==> src/rtl/shift_engine_n.sv <==
// Shift/rotate/load register with single-step ops and counted burst mode.
// Burst FSM: IDLE -> RUN (latched op, N enabled edges) -> DONE pulse.
module shift_engine_n #(
  parameter int WIDTH = 8,
  parameter int CNT_W = 4
) (
  input  logic             clk,
  input  logic             rst_n,
  input  logic             en,
  input  logic [2:0]       mode,
  input  logic             ser_in_l,
  input  logic             ser_in_r,
  input  logic [WIDTH-1:0] par_in,
  input  logic             start,
  input  logic [CNT_W-1:0] shift_cnt,
  output logic [WIDTH-1:0] q,
  output logic             ser_out_l,
  output logic             ser_out_r,
  output logic             busy,
  output logic             done
);

  typedef enum logic [1:0] {
    IDLE = 2'd0,
    RUN  = 2'd1,
    DONE = 2'd2
  } state_t;

  state_t           r_state;
  state_t           w_state_nxt;
  logic [WIDTH-1:0] r_q;
  logic [WIDTH-1:0] w_q_nxt;
  logic [CNT_W-1:0] r_cnt;
  logic [CNT_W-1:0] w_cnt_nxt;
  logic [2:0]       r_mode;
  logic [2:0]       w_mode_nxt;
  logic             w_legal;

  function automatic logic [WIDTH-1:0] f_op(
    input logic [2:0]       m,
    input logic [WIDTH-1:0] v,
    input logic             sl,
    input logic             sr,
    input logic [WIDTH-1:0] p
  );
    case (m)
      3'b001:  f_op = {v[WIDTH-2:0], sr};
      3'b010:  f_op = {sl, v[WIDTH-1:1]};
      3'b011:  f_op = {v[WIDTH-2:0], v[WIDTH-1]};
      3'b100:  f_op = {v[0], v[WIDTH-1:1]};
      3'b101:  f_op = p;
      3'b110:  f_op = '0;
      default: f_op = v;
    endcase
  endfunction

  always_comb begin
    w_state_nxt = r_state;
    w_q_nxt     = r_q;
    w_cnt_nxt   = r_cnt;
    w_mode_nxt  = r_mode;
    w_legal     = (mode >= 3'd1) && (mode <= 3'd4);
    unique case (1'b1)
      (r_state == RUN): begin
        // en=0 stalls everything, inputs ignored
        if (en) begin
          w_q_nxt   = f_op(r_mode, r_q, ser_in_l,
                           ser_in_r, par_in);
          w_cnt_nxt = r_cnt - 1'b1;
          if (r_cnt == CNT_W'(1))
            w_state_nxt = DONE;
        end
      end
      default: begin
        w_state_nxt = IDLE;
        if (start && w_legal) begin
          w_mode_nxt  = mode;
          w_cnt_nxt   = shift_cnt;
          w_state_nxt = (shift_cnt == '0) ? DONE : RUN;
        end else if (en) begin
          w_q_nxt = f_op(mode, r_q, ser_in_l,
                         ser_in_r, par_in);
        end
      end
    endcase
  end

  always_ff @(posedge clk or negedge rst_n) begin
    if (!rst_n) begin
      r_state <= IDLE;
      r_q     <= '0;
      r_cnt   <= '0;
      r_mode  <= 3'b000;
    end else begin
      r_state <= w_state_nxt;
      r_q     <= w_q_nxt;
      r_cnt   <= w_cnt_nxt;
      r_mode  <= w_mode_nxt;
    end
  end

  assign q         = r_q;
  assign ser_out_l = r_q[WIDTH-1];
  assign ser_out_r = r_q[0];
  assign busy      = (r_state == RUN);
  assign done      = (r_state == DONE);

endmodule
==> config.mk <==
export PLATFORM = sky130hd
export DESIGN_NAME = shift_engine_n
export DESIGN_NICKNAME = d
export VERILOG_FILES = /design/src/rtl/shift_engine_n.sv
export SDC_FILE = /design/constraint.sdc
export NUM_CORES = 1
export LEC_CHECK = 0
export BUFFER_PORTS_ARGS = -buffer_cell sky130_fd_sc_hd__buf_4
export CAP_MARGIN = 0
export CORE_UTILIZATION = 35
export CTS_CLUSTER_SIZE = 8
export DETAILED_ROUTE_END_ITERATION = 8
export PLACE_DENSITY = 0.68
export RECOVER_POWER = 25
export SLEW_MARGIN = 20
export SYNTH_ARGS = -nofsm -noshare
export SYNTH_HDL_FRONTEND = slang
export SYNTH_SLANG_ARGS = --single-unit
==> constraint.sdc <==
create_clock -name clk -period 1.8 [get_ports clk]
set_input_delay 0.36 -clock clk [delete_from_list [all_inputs] [get_ports clk]]
set_output_delay 0.36 -clock clk [all_outputs]
set_load 0.05 [all_outputs]
==> flow_summary.ini <==
[finish]
drive_gt1_frac = 0.2899
multi_input_comb_area_um2 = 900.9
antenna_cells = 0
n_fill_cell = 383
nets = 231
seq_area_um2 = 425.4
fin_area_um2 = 1832
final_util = 0.4822
syn2layout_area_growth_pct = 28.20
stdcell_count = 255

[setup_path]
r2r_start = r_mode[1]
path_cells = nand2b_1 > clkinv_1 > buf_6 > buf_4
worstSetupStartpointType = flip-flop
cp.required_ps = 1440
slowest_delay_ps = 380
critPathArrivalTime_ps = 1310
r2r_slack_ps = 170
path_class = reg2out
crit_buf_inv = 3
crit_family = buffers and inverters
end_kind = output pin
crit_slowest_cell = dfrtp_1
critPathLaunch = r_state[1]
cp_max_fo = 15

[global_route]
grt_overflow = 0
gr-usage-all-layers = 0.2129
grt_pass1_wl_um = 7024
grt_antenna_before_repair = 0
grt_max_degree = 18
grt_pass1_vias = 1453

[sta]
finalHoldViolCount = 0
worst_pin_slew_ps = 1002
period_share = 0.9305
fin_hold_ws_ps = 393.1
setup_ws_ps = 125.2
skew_ps = 1.106
relSlewSlack = 0.3319
finalSetupViolations = 0
min_period_ps = 1675
max_freq_mhz = 597.1
rsz0062_at_grt = no
setup_tns_ps = 0
drv_slew = 0

[placed_design]
dp_slack_ps = 39.43
gp_congestion = 0.8450
placed_cells = 250
dp_hpwl_um = 3033
numPortBuffers = 32
place_area_um2 = 1773

[clocking]
cts.reportedPaths.clkPinSlew_ps = 70
cts-root-buf = clkbuf_8
htree_levels = 1
clk_latency_ps = 260
cts_buffer_depth = 2
cts_made_buffers = 3
cts_tree = yes
cts.sinks = 17

[routing]
wl_per_cell_um = 16.44
dr.pass1.iters = 4
wirelength_um = 4192
drtIter0Drc = 157
vias = 1563
viasPerCell = 6.129
drc_errors = 0
postRouteAntennaNets = 0

[worst_hold_path]
hold_class = in2reg
hp-start = mode[0]

[power_and_ir_drop]
leakagePower_nw = 0.7876
p_total_mw = 2.988
ir_worst_vdd_mv = 0.7769
pwr_density_cell_nw_per_um2 = 1631

[synthesis]
yosysSeqAreaShare = 0.2977
synth-async-reset-ratio = 1.000
syn-cell-area_um2 = 1429
synth_area_leader_cell = dfrtp_1
synth_edf_count = 0
syn_nets = 192
synth_commonest_cells = 17 x dfrtp_1, 13 x and3_1, 12 x a2111oi_0, 11 x a21oi_1, 9 x o21ai_0
syn_avg_cell_area_um2 = 8.455
netlist-cell-type-count = 42
yosys.area.top_type_share = 0.2977
ys_ff_latch = 17
synth_warnings = 0
yosysMostFrequentCell = dfrtp_1
dominantRegCellSynth = dfrtp_1
synth.area.top_cells = dfrtp_1 30%, a2111oi_0 7.4%, and3_1 5.7%, o211ai_1 4.2%, o31ai_1 4.2%
syn_inst = 169

[die]
fp.coreArea_um2 = 3799
ios = 33
start_util = 0.3762
dieArea_um2 = 4342
fp.dieW_um = 65.90
rows = 22
die_height_um = 65.90

[outcome]
status = complete, no violations

[run]
cap_violations = 0
repair_timing:
| action | 4_1_cts | 5_1_grt |
|---|---|---|
| buffers inserted | 0 | 0 |
| endpoints found under the setup margin | 0 | 1 |
| resized for setup | 0 | 1 |
| hold buffers | 1 | 0 |
| hold endpoints to repair | 17 | 0 |
flip-flops by register name (all words and copies together) (netlist names):
signal	flops
q	8
r_cnt	4
r_state	2
r_mode	3
worst paths after layout:
| check | endpoint | cells past startpoint |
|---|---|---|
| max | busy | 4 |
| min | r_mode[0] | 2 |
| max reg2reg | q[0] | 4 |
| min reg2reg | r_mode[2] | 1 |
| max in group asynchronous | q[1] | 2 |
| min in group asynchronous | r_cnt[0] | 2 |
cell families after synthesis:
family / share of synthesized area
buffers and inverters: 0.07180
adders and majority gates: 0.02452
xor gates and xnor gates: 0.006131
AOI/OAI and AO/OA: 0.3205
muxes: 0.02364
and+or+nand+nor: 0.2557
DFF: 0.2977
worst reg2reg max path, stage by stage, from the launching register on:
cell	delay [ps]
dfrtp_1	390
buf_4	180
maj3_1	340
a2111oi_0	490
o31a_1	170
metal layers:
metal	vias up	GRT usage	wire (µm)
li1	737	-	-
met1	754	0.3006	2012
met2	67	0.3380	1896
met3	5	0.02586	242
met4	0	0.05707	40
met5	-	0	0
where the power goes:
part	internal [mW]	switching [mW]	total [mW]
clock	0.156	0.146	0.302
sequential	0.550	0.196	0.746
combinational	0.765	1.18	1.94
cells in the final DEF (no fill, tap or decap), types with 2 or more instances in the layout:
master / instances
buf_4: 46
dfrtp_1: 17
a211oi_1: 2
a221o_1: 2
or2_2: 2
or3_1: 2
nand3_1: 8
nand4_1: 3
nand2_1: 5
nor2b_1: 6
a21boi_0: 4
ha_1: 2
nor3b_1: 4
o31ai_1: 8
nor2_1: 3
o21ai_0: 9
inv_1: 6
mux2_2: 3
a21oi_1: 11
nand2b_1: 6
o211ai_1: 8
nor4_1: 2
and3_1: 13
a2111oi_0: 12
clkbuf_8: 3
or3b_2: 2
final cells by class:
cell class / count / area share
clock buffers: 3 / 0.02254
clock inverters: 1 / 0.004098
inverters: 7 / 0.01434
multi-input cells: 130 / 0.4918
flip-flops and latches: 17 / 0.2322
well taps: 48 / 0.03279
repair buffers: 49 / 0.2022
Power figures use the tool's default switching activity.
